## config.mk

```make
export PLATFORM = sky130hd
export DESIGN_NAME = alert_rx_array
export DESIGN_NICKNAME = d
export VERILOG_FILES = /design/src/rtl/pr_pkg.sv /design/src/rtl/alert_rx_lane.sv /design/src/rtl/alert_rx_array.sv
export SDC_FILE = /design/constraint.sdc
export NUM_CORES = 1
export LEC_CHECK = 0
export CORE_ASPECT_RATIO = 1.2
export CORE_MARGIN = 2
export CORE_UTILIZATION = 45
export DETAILED_ROUTE_END_ITERATION = 8
export HOLD_SLACK_MARGIN = 0.05
export MAX_ROUTING_LAYER = met4
export PLACE_DENSITY = 0.72
export SYNTH_ARGS = -nofsm -noshare
export SYNTH_HDL_FRONTEND = slang
export SYNTH_SLANG_ARGS = --single-unit
```

## constraint.sdc

```tcl
create_clock -name clk_i -period 3.1 [get_ports clk_i]
set_input_delay 0.93 -clock clk_i [delete_from_list [all_inputs] [get_ports clk_i]]
set_output_delay 0.93 -clock clk_i [all_outputs]
set_load 0.005 [all_outputs]
```

## src/rtl/pr_pkg.sv

```systemverilog
// rtl/pr_pkg.sv - shared types for the differential alert link receiver.
package pr_pkg;

  typedef struct packed {
    logic alert_p;
    logic alert_n;
  } alert_tx_t;

  typedef struct packed {
    logic ack_p;
    logic ack_n;
  } alert_rx_t;

  typedef enum logic [1:0] {
    IDLE   = 2'd0,
    HS_ACK = 2'd1,
    PAUSE  = 2'd2
  } alert_rx_state_e;

  typedef enum logic [1:0] {
    DecAsserted = 2'd0,
    DecReleased = 2'd1,
    DecIntegErr = 2'd2
  } alert_dec_e;

  localparam alert_tx_t AlertTxIdle = '{alert_p: 1'b0, alert_n: 1'b1};
  localparam alert_rx_t AlertRxIdle = '{ack_p: 1'b0, ack_n: 1'b1};
  localparam alert_rx_t AlertRxAck  = '{ack_p: 1'b1, ack_n: 1'b0};

  function automatic alert_dec_e decode_tx(input alert_tx_t tx);
    if (tx.alert_p == tx.alert_n) return DecIntegErr;
    return tx.alert_p ? DecAsserted : DecReleased;
  endfunction

endpackage

```

## src/rtl/alert_rx_lane.sv

```systemverilog
// rtl/alert_rx_lane.sv - one alert lane: 2-flop sync, decode, handshake FSM, saturating counter.
module alert_rx_lane
  import pr_pkg::*;
#(
  parameter int CntW = 8
) (
  input  logic            clk_i,
  input  logic            rst_ni,
  input  alert_tx_t       alert_tx_i,
  input  logic            cnt_clr_i,
  output alert_rx_t       alert_rx_o,
  output logic            alert_o,
  output logic            integ_fail_o,
  output logic [CntW-1:0] alert_cnt_o
);

  alert_tx_t       sync1_q, sync2_q;
  alert_rx_state_e state_q, state_d;
  logic            alert_q, integ_q;
  logic [CntW-1:0] cnt_q, cnt_d;
  alert_dec_e      dec;
  logic            accept;

  assign dec = decode_tx(sync2_q);

  always_comb begin
    state_d = state_q;
    accept  = 1'b0;
    unique case (state_q)
      IDLE: begin
        if (dec == DecAsserted) begin
          state_d = HS_ACK;
          accept  = 1'b1;
        end
      end
      HS_ACK: if (dec == DecReleased) state_d = PAUSE;
      // PAUSE lasts exactly one cycle so the sender always observes ack low.
      PAUSE:  state_d = IDLE;
      default: state_d = IDLE;
    endcase
  end

  always_comb begin
    cnt_d = cnt_q;
    if (cnt_clr_i) cnt_d = '0;
    else if (accept && (cnt_q != '1)) cnt_d = cnt_q + CntW'(1);
  end

  always_ff @(posedge clk_i or negedge rst_ni) begin
    if (!rst_ni) begin
      sync1_q <= AlertTxIdle;
      sync2_q <= AlertTxIdle;
      state_q <= IDLE;
      alert_q <= 1'b0;
      integ_q <= 1'b0;
      cnt_q   <= '0;
    end else begin
      sync1_q <= alert_tx_i;
      sync2_q <= sync1_q;
      state_q <= state_d;
      alert_q <= accept;
      integ_q <= (dec == DecIntegErr);
      cnt_q   <= cnt_d;
    end
  end

  assign alert_rx_o   = (state_q == HS_ACK) ? AlertRxAck : AlertRxIdle;
  assign alert_o      = alert_q;
  assign integ_fail_o = integ_q;
  assign alert_cnt_o  = cnt_q;

endmodule

```

## src/rtl/alert_rx_array.sv

```systemverilog
// rtl/alert_rx_array.sv - array of independent alert receiver lanes sharing one counter clear.
module alert_rx_array
  import pr_pkg::*;
#(
  parameter int NumAlerts = 3,
  parameter int CntW      = 8
) (
  input  logic                            clk_i,
  input  logic                            rst_ni,
  input  alert_tx_t [NumAlerts-1:0]       alert_tx_i,
  output alert_rx_t [NumAlerts-1:0]       alert_rx_o,
  output logic      [NumAlerts-1:0]       alert_o,
  output logic      [NumAlerts-1:0]       integ_fail_o,
  input  logic                            cnt_clr_i,
  output logic [NumAlerts-1:0][CntW-1:0]  alert_cnt_o
);

  for (genvar i = 0; i < NumAlerts; i++) begin : g_lane
    alert_rx_lane #(
      .CntW(CntW)
    ) u_lane (
      .clk_i       (clk_i),
      .rst_ni      (rst_ni),
      .alert_tx_i  (alert_tx_i[i]),
      .cnt_clr_i   (cnt_clr_i),
      .alert_rx_o  (alert_rx_o[i]),
      .alert_o     (alert_o[i]),
      .integ_fail_o(integ_fail_o[i]),
      .alert_cnt_o (alert_cnt_o[i])
    );
  end

endmodule

```

# Word level (Yosys, flattened, before mapping)
# Cells that the tools add are included.
[word_totals] register_bits=48 latch_bits=0 mem_bits_rw=0 mem_bits_ro=0 input_bits=9 out_inout_bits=36 elab_cells=99 memories=0
[op_classes] n_addsub=3 n_mul=0 n_div=0 magnitude_cmp=0 eq_ne=21 shifts=0 n_mux=36 bitwise=0 reduce_logical=15
[ops] op="two-way mux 8 bit" n=6
[ops] op="two-way mux 2 bit" n=15
[ops] op="adder 8 x 1 -> 8 bit (second input constant)" n=3
[ops] op="!= test 8 bit (second input constant)" n=3
[ops] op="== test 2 x 1 -> 1 bit (second input constant)" n=6
[ops] op="zero test 2 bit" n=6
[ops] op="two-way mux 1 bit" n=12
[ops] op="!= test 2 x 1 -> 1 bit (second input constant)" n=6
[ops] op="case mux 2 bit (2 select lines)" n=3
[ops] op="== test 2 bit (second input constant)" n=3
[ops] op="AND reduction 2 bit" n=3
[ops] op="nonzero test 2 bit" n=3
[ops] op="== test 1 bit" n=3
[ops] op="logical AND 1 bit" n=3

# Longest topological paths before layout
# Gate-level depths: netlist of run 1.
[depth] word_depth=9 ltp_mapped=7 ltp_nobuf=7

# Modules after synthesis
# Synthesis of run 1 repeated with hierarchy kept, for this count alone.
[unflattened] cells_unflattened=201 area_unflattened_um2=2334.7
[by_module_without_submodules] mod="alert_rx_lane" n_inst=3 cells_per_inst=67 area_per_inst_um2=778.2 seq_area_each_um2=402.9

# Worst setup path before layout of run 1
# Ideal clock, no wire load.
[synth_path] kind="reg-to-output" from="register g_lane[0].u_lane.state_q[1]" to="output alert_rx_o[1] (netlist name)" arrival_ps=762 t_required_ps=2170 slack_ps=1408 stages_incl_launch_ff=4 path_buffers=1 cell_sequence="dfrtp_1 -> or2b_1 -> inv_1 -> buf_4"
[synth_lines] item="from (decl)" line="alert_rx_lane.sv:18" rtl="alert_rx_state_e state_q, state_d;"
[synth_lines] item="from (signal assigned)" line="alert_rx_lane.sv:60" rtl="state_q <= state_d;"
[synth_lines] item="to (decl)" line="alert_rx_array.sv:11" rtl="output alert_rx_t [NumAlerts-1:0] alert_rx_o,"

==> results of run 1 <==
[final cells by class]
cell class,count,area share
clock buffer,8,0.0339
sequential,48,0.455
multi-input combinational,114,0.293
timing repair buffer,46,0.170
tap,58,0.0273
inverter,13,0.0203
[cell families (layout without fill, tap and decap cells)]
family          count (synthesis)  count (layout)  synth area share
simple gates                   64              64             0.166
compound gates                 28              28            0.0911
flops                          48              48             0.571
xor+xnor                        7               7            0.0290
buf+inv                        24              67            0.0609
fa+ha+maj                       9               9            0.0532
mux                             6               6            0.0284
[state kept, by name (all words and copies together), names as in the netlist]
register,cells
g_lane.u_lane.sync1_q,6
g_lane.u_lane.state_q,6
g_lane.u_lane.alert_o,3
g_lane.u_lane.alert_cnt_o,24
g_lane.u_lane.integ_fail_o,3
g_lane.u_lane.sync2_q,6
[final timing paths]
kind	from	end	slack (ns)	cells past startpoint
max in group asynchronous	rst_ni	g_lane[0].u_lane.sync1_q[0]$_DFF_PN1_	2.11	2
min reg2reg	g_lane[1].u_lane.sync1_q[1]$_DFF_PN0_	g_lane[1].u_lane.sync2_q[1]$_DFF_PN0_	0.36	0
max reg2reg	g_lane[0].u_lane.sync2_q[0]$_DFF_PN1_	g_lane[0].u_lane.alert_cnt_o[5]$_DFFE_PN0P_	1.30	7
min	g_lane[1].u_lane.sync1_q[1]$_DFF_PN0_	g_lane[1].u_lane.sync2_q[1]$_DFF_PN0_	0.36	0
max	g_lane[0].u_lane.state_q[1]$_DFFE_PN0P_	alert_rx_o[1]	0.67	3
min in group asynchronous	rst_ni	g_lane[1].u_lane.sync1_q[1]$_DFF_PN0_	0.43	1
[stage by stage]
step / cells / utilization
3_3_place_gp: 279 / 0.562
3_5_place_dp: 279 / 0.562
4_1_cts: 287 / 0.582
5_1_grt: 287 / 0.582
6_report: 287 / 0.582
2_1_floorplan: 186 / -
[layout by cell type, fill, tap and decap left out, drive strengths merged, types with 7 or more instances in the layout]
master         count
clkdlybuf4s50     43
dfrtp             42
nor2              15
inv               12
nand2             10
ha                 9
clkbuf             8
xor2               7
o21ai              7
[routing by layer]
layer / vias up / track usage
li1: 716 / -
met1: 712 / 0.194
met2: 29 / 0.256
met3: 4 / 0.0340
met4: 0 / 0.0735
met5: - / -
[synthesized netlist by cell type (6+ instances only)]
cell and count:
nor3_1 6, o21ai_0 6, buf_4 9, dfstp_2 6
ha_1 9, mux2i_1 6, xor2_1 7, inv_1 12
nand2_1 10, nor2_1 15, nand4_1 6, a21oi_1 6
dfrtp_1 42
[worst max-delay path, cell delays in order, from the launching register on]
cell and delay [ns]:
dfrtp_1 0.38, or2b_1 0.26, inv_1 0.08, clkdlybuf4s50_1 0.50
[power groups by stage]
stage	clock network, W	registers (W)	logic, W
finish	0.000367	0.000686	0.000175
global route	0.000414	0.000691	0.000194
CTS	0.000387	0.000687	0.000179
detailed placement	0	0.000699	0.000179
global placement	0	0.000698	0.000176
floorplan	0	0.000696	0.0000947
==> key figures, run 1 <==
Run status
  – Status: completed

CTS
  – Clk Latency, worst-skew pair: 0.29 ns
  – CTS buffer count: 5
  – CTS Root Cell: clkbuf_8
  – Hold_buf cts: 0
  – CTS tree: built
  – Resize count post-CTS: 0
  – H-tree depth: 2
  – TritonCTS Sinks: 48
  – Post-CTS Setup Inserts: 0
  – Clock transition at the registers of the reported paths: 0.08 ns
  – Clock Path Buffers: 2

STA
  – Final setup violation count: 0
  – Min setup slack post-route: 0.671 ns
  – Fin Hold WS: 0.355 ns
  – Tcrit/Tclk final: 0.784
  – Relative slew slack: 0.412
  – Fin Clk Skew: 0.00367 ns
  – Setup_tns: 0 ns
  – Max-slew violation count: 0
  – Unrepaired setup endpoints after global routing: no
  – Fin crit period: 2.43 ns
  – Worst slew pin tran: 0.879 ns
  – Fmax: 412 MHz
  – Final Hold Viols: 0

GRT
  – GRT Total Usage: 0.160
  – First-pass GRT wire length: 6230 µm
  – Total grt overflow: 0
  – Number of antenna violations at the first check in global routing: 0
  – Largest net degree at the start of global routing: 27
  – Number of global-route vias before repair: 1430

Yosys
  – Post-synthesis cell type count: 38
  – Post-synth design cell area: 0.00212 mm²
  – Syn Inst Count: 186
  – Synth area leader: dfrtp_1
  – Syn Area/Cell: 11.4 µm²
  – Mapped Nets: 204
  – Number of synthesized flops with an enable pin: 0
  – Ys Warns: 0
  – Top_reg_cell synth: dfrtp_1
  – Yosys top cell area share: 0.497
  – Sequential share of the synthesized area: 0.571
  – Top cells by area, synth: dfrtp_1 (50%), dfstp_2 (7.5%), ha_1 (5.3%)
  – Async S/R FF share, synth: 1.00
  – FF+latch count, synth: 48

Route
  – Top sig layer: met4
  – DR WL met3: 107 µm
  – DRC violations left: 0
  – Post-DR vias/cell: 5.09
  – WL/cell: 12.5 µm
  – Routed WL: 3600 µm
  – Routed via count: 1461
  – Drt first pass iters: 4
  – Detailed Route Iter0 Violations: 103
  – Metal-1 WL: 1610 µm
  – Routed Antenna Nets: 0
  – Wire length on met2: 1820 µm

Floorplanning
  – Std-Cell Rows: 27
  – Die Ht: 79.1 µm
  – Core area: 0.00456 mm²
  – Chip width: 66.6 µm
  – Starting Density: 0.464
  – Total I/O pin count: 45
  – Die ar.: 0.00527 mm²

Setup path
  – Worst Setup Start Kind: flip-flop
  – Element type at the critical path end: output pin
  – CP Class: reg -> out
  – Critical Path RT: 2.17 ns
  – Crit Path Max Fanout: 3
  – Critical Path AT: 1.50 ns

Power and ir drop
  – Peak supply drop: 0.306 mV
  – Clock power frac: 0.299
  – Psw: 0.000282 W
  – Logic pwr share: 0.143
  – P_int: 0.000945 W
  – LEAKAGE: 1.17 nW
  – Pwr dens: 463 mW/mm²
  – Seq pwr share: 0.559
  – Design Power: 0.00123 W
  – Sw frac: 0.230

Final layout
  – Design area: 0.00265 mm²
  – Area delta synth->final: 25.4%
  – Filler cells: 400
  – Nets: 246
  – Storage element area: 0.00121 mm²
  – Antenna Diode Count: 0
  – Area of the multi-input gates: 778 µm²
  – Share of layout cells above drive strength 1: 0.100

Place
  – Final HPWL DP: 2630 µm
  – GP Congestion: 0.828
  – Port buffer count: 44
  – Dpl ws: 0.724 ns
  – Area of placed instances: 0.00256 mm²

Run
  – Max-cap check violation count: 0

Min path
  – Hold Path Class: reg -> reg
Power figures use the tool's default switching activity.
==> inputs of run 2 (changes only) <==
Clock period 3.1 ns to 2.3 ns, I/O delays scaled along.
==> run 2 against run 1 <==
  * Highest routed layer unchanged
  * Wire length fell by 2.7%
  * First-iteration DRC count rose by 32%
  * Non-clock buffer count did not move
  * Worst setup slack got worse by 0.55 ns
  * Combinational power rose by 35%
  * Largest power group unchanged
  * Die area did not move
  * Clock skew rose by 0.0056 ns
==> key figures, run 2 (same netlist as run 1, synthesis figures left out) <==
GRT
  – Largest net degree at the start of global routing: 26 (-3.7%)
  – First-pass GRT wire length: 6180 µm (-0.77%)
  – Number of antenna violations at the first check in global routing: 0 (unchanged)
  – GRT Total Usage: 0.160 (-0.000614)
  – Total grt overflow: 0 (unchanged)
  – Number of global-route vias before repair: 1476 (+3.2%)

Final layout
  – Max FFs per register: 24 (unchanged)
  – Filler cells: 394 (-1.5%)
  – Nets: 246 (unchanged)
  – Commonest non-fill, non-tap cell in the layout: clkdlybuf4s50_1
  – Share of layout cells above drive strength 1: 0.109 (+0.00873)
  – Area of the multi-input gates: 778 µm² (unchanged)
  – Area delta synth->final: 26.1%
  – Antenna Diode Count: 0 (unchanged)
  – Most frequent cells in the layout: clkdlybuf4s50_1 (43), dfrtp_1 (42), nor2_1 (15), inv_1 (12), nand2_1 (10)
  – Storage element area: 0.00121 mm² (unchanged)

Floorplanning
  – Chip width: 66.6 µm (unchanged)
  – Starting Density: 0.464 (unchanged)
  – Std-Cell Rows: 27 (unchanged)
  – Die ar.: 0.00527 mm² (unchanged)
  – Total I/O pin count: 45 (unchanged)
  – Core area: 0.00456 mm² (unchanged)
  – Die Ht: 79.1 µm (unchanged)

CTS
  – Clock transition at the registers of the reported paths: 0.08 ns (about the same)
  – Post-CTS Setup Inserts: 0 (unchanged)
  – CTS buffer count: 5 (unchanged)
  – Clk Latency, worst-skew pair: 0.29 ns (about the same)
  – CTS tree: built
  – Clock Path Buffers: 2 (unchanged)
  – CTS Root Cell: clkbuf_8
  – Hold_buf cts: 0 (unchanged)
  – TritonCTS Sinks: 48 (unchanged)
  – Resize count post-CTS: 0 (unchanged)
  – H-tree depth: 2 (unchanged)

Place
  – GP Congestion: 0.777 (-6.2%)
  – Final HPWL DP: 2550 µm (-3.0%)
  – Dpl ws: 0.426 ns (-0.298 ns)
  – Port buffer count: 44 (unchanged)

Route
  – WL/cell: 12.2 µm (-2.7%)
  – Drt first pass iters: 4 (unchanged)
  – Detailed Route Iter0 Violations: 136 (+32%)
  – Top sig layer: met4
  – Routed Antenna Nets: 0 (unchanged)
  – Routed WL: 3510 µm (-2.7%)
  – DR WL met3: 114 µm (+6.5%)
  – Metal-1 WL: 1490 µm (-7.3%)
  – DRC violations left: 0 (unchanged)
  – Routed via count: 1444 (-1.2%)
  – Post-DR vias/cell: 5.03 (-1.2%)
  – Wire length on met2: 1790 µm (-1.4%)

STA
  – Final Hold Viols: 0 (unchanged)
  – Unrepaired setup endpoints after global routing: no
  – Max-slew violation count: 0 (unchanged)
  – Tcrit/Tclk final: 0.946
  – Final setup violation count: 0 (unchanged)
  – Setup_tns: 0 ns (unchanged)
  – Relative slew slack: 0.617 (+0.205)
  – Fin crit period: 2.18 ns
  – Fmax: 459 MHz
  – Worst slew pin tran: 0.569 ns (-0.310 ns)
  – Fin Clk Skew: 0.00928 ns (+0.00561 ns)
  – Min setup slack post-route: 0.123 ns (-0.548 ns)

Power and ir drop
  – Peak supply drop: 0.302 mV (-1.2%)
  – LEAKAGE: 1.18 nW (+0.86%)
  – Pwr dens: 622 mW/mm² (+35%)

Run status
  – Status: completed

Setup path
  – Element type at the critical path end: output pin
  – Crit-path slowest cell: clkdlybuf4s50_1
  – Worst Setup Start Kind: flip-flop
  – Critical Path RT: 1.61 ns (-0.56 ns)
  – Crit Path Max Fanout: 3 (unchanged)
  – Critical Path AT: 1.49 ns (about the same)
  – CP cell instances: or2b_1 -> inv_1 -> clkdlybuf4s50_1
  – CP max stage delay: 0.50 ns (about the same)
  – CP Class: reg -> out

Run
  – Max-cap check violation count: 0 (unchanged)

Min path
  – Hold Path Class: reg -> reg
==> run 2: cell types whose count changed in the layout (fill, tap and decap cells not counted) <==
cell | before | now
clkbuf_1 | 2 | 0
buf_12 | 0 | 1
clkinv_2 | 0 | 2
buf_4 | 2 | 1
==> run 2: layer usage <==
| layer | global-route usage | up-vias |
|---|---|---|
| met5 | - | - |
| met4 | 0.0918 | 0 |
| met3 | 0.0269 | 9 |
| met2 | 0.272 | 29 |
| met1 | 0.173 | 691 |
| li1 | - | 715 |
==> run 2: final timing paths <==
check / depth (start not counted) / from / endpoint / slack, ns
setup / recovery: 3 / g_lane[0].u_lane.state_q[1]$_DFFE_PN0P_ / alert_rx_o[1] / 0.12
setup reg to reg: 6 / g_lane[1].u_lane.sync2_q[0]$_DFF_PN1_ / g_lane[1].u_lane.alert_cnt_o[7]$_DFFE_PN0P_ / 0.56
hold / removal: 0 / g_lane[0].u_lane.sync1_q[1]$_DFF_PN0_ / g_lane[0].u_lane.sync2_q[1]$_DFF_PN0_ / 0.35
hold reg to reg: 0 / g_lane[0].u_lane.sync1_q[1]$_DFF_PN0_ / g_lane[0].u_lane.sync2_q[1]$_DFF_PN0_ / 0.35
min in group asynchronous: 1 / rst_ni / g_lane[1].u_lane.alert_cnt_o[2]$_DFFE_PN0P_ / 0.37
max in group asynchronous: 2 / rst_ni / g_lane[2].u_lane.sync1_q[0]$_DFF_PN1_ / 1.34
==> run 2: final cells by class <==
class / count / share of cell area
Multi-Input combinational cell: 114 / 0.292
Inverter: 13 / 0.0202
Tap cell: 58 / 0.0272
Clock buffer: 6 / 0.0309
Clock inverter: 2 / 0.00375
Sequential cell: 48 / 0.453
Timing Repair Buffer: 46 / 0.173
==> run 2: stage by stage <==
stage               cell area (µm²)  cells  utilization  power, W  hold WS [ns]
floorplan                      2120    186            -   0.00107         0.331
global route                   2670    287        0.585   0.00176         0.366
global placement               2580    279        0.565   0.00118         0.335
finish                         2670    287        0.585   0.00166         0.354
CTS                            2670    287        0.585   0.00169         0.357
detailed placement             2580    279        0.565   0.00118         0.338
==> run 2: power by group <==
group | leakage, nW | switching [W] | internal [W]
clock network | 0.0510 | 0.000259 | 0.000240
logic | 0.509 | 0.000102 | 0.000135
registers | 0.620 | 0.0000292 | 0.000895
==> run 2: critical path, delay by kind of cell, from the launching register on <==
kind	cells	cell delay [ns]
buffers and inverters	2	0.57
DFF	1	0.38
and+or+nand+nor	1	0.25
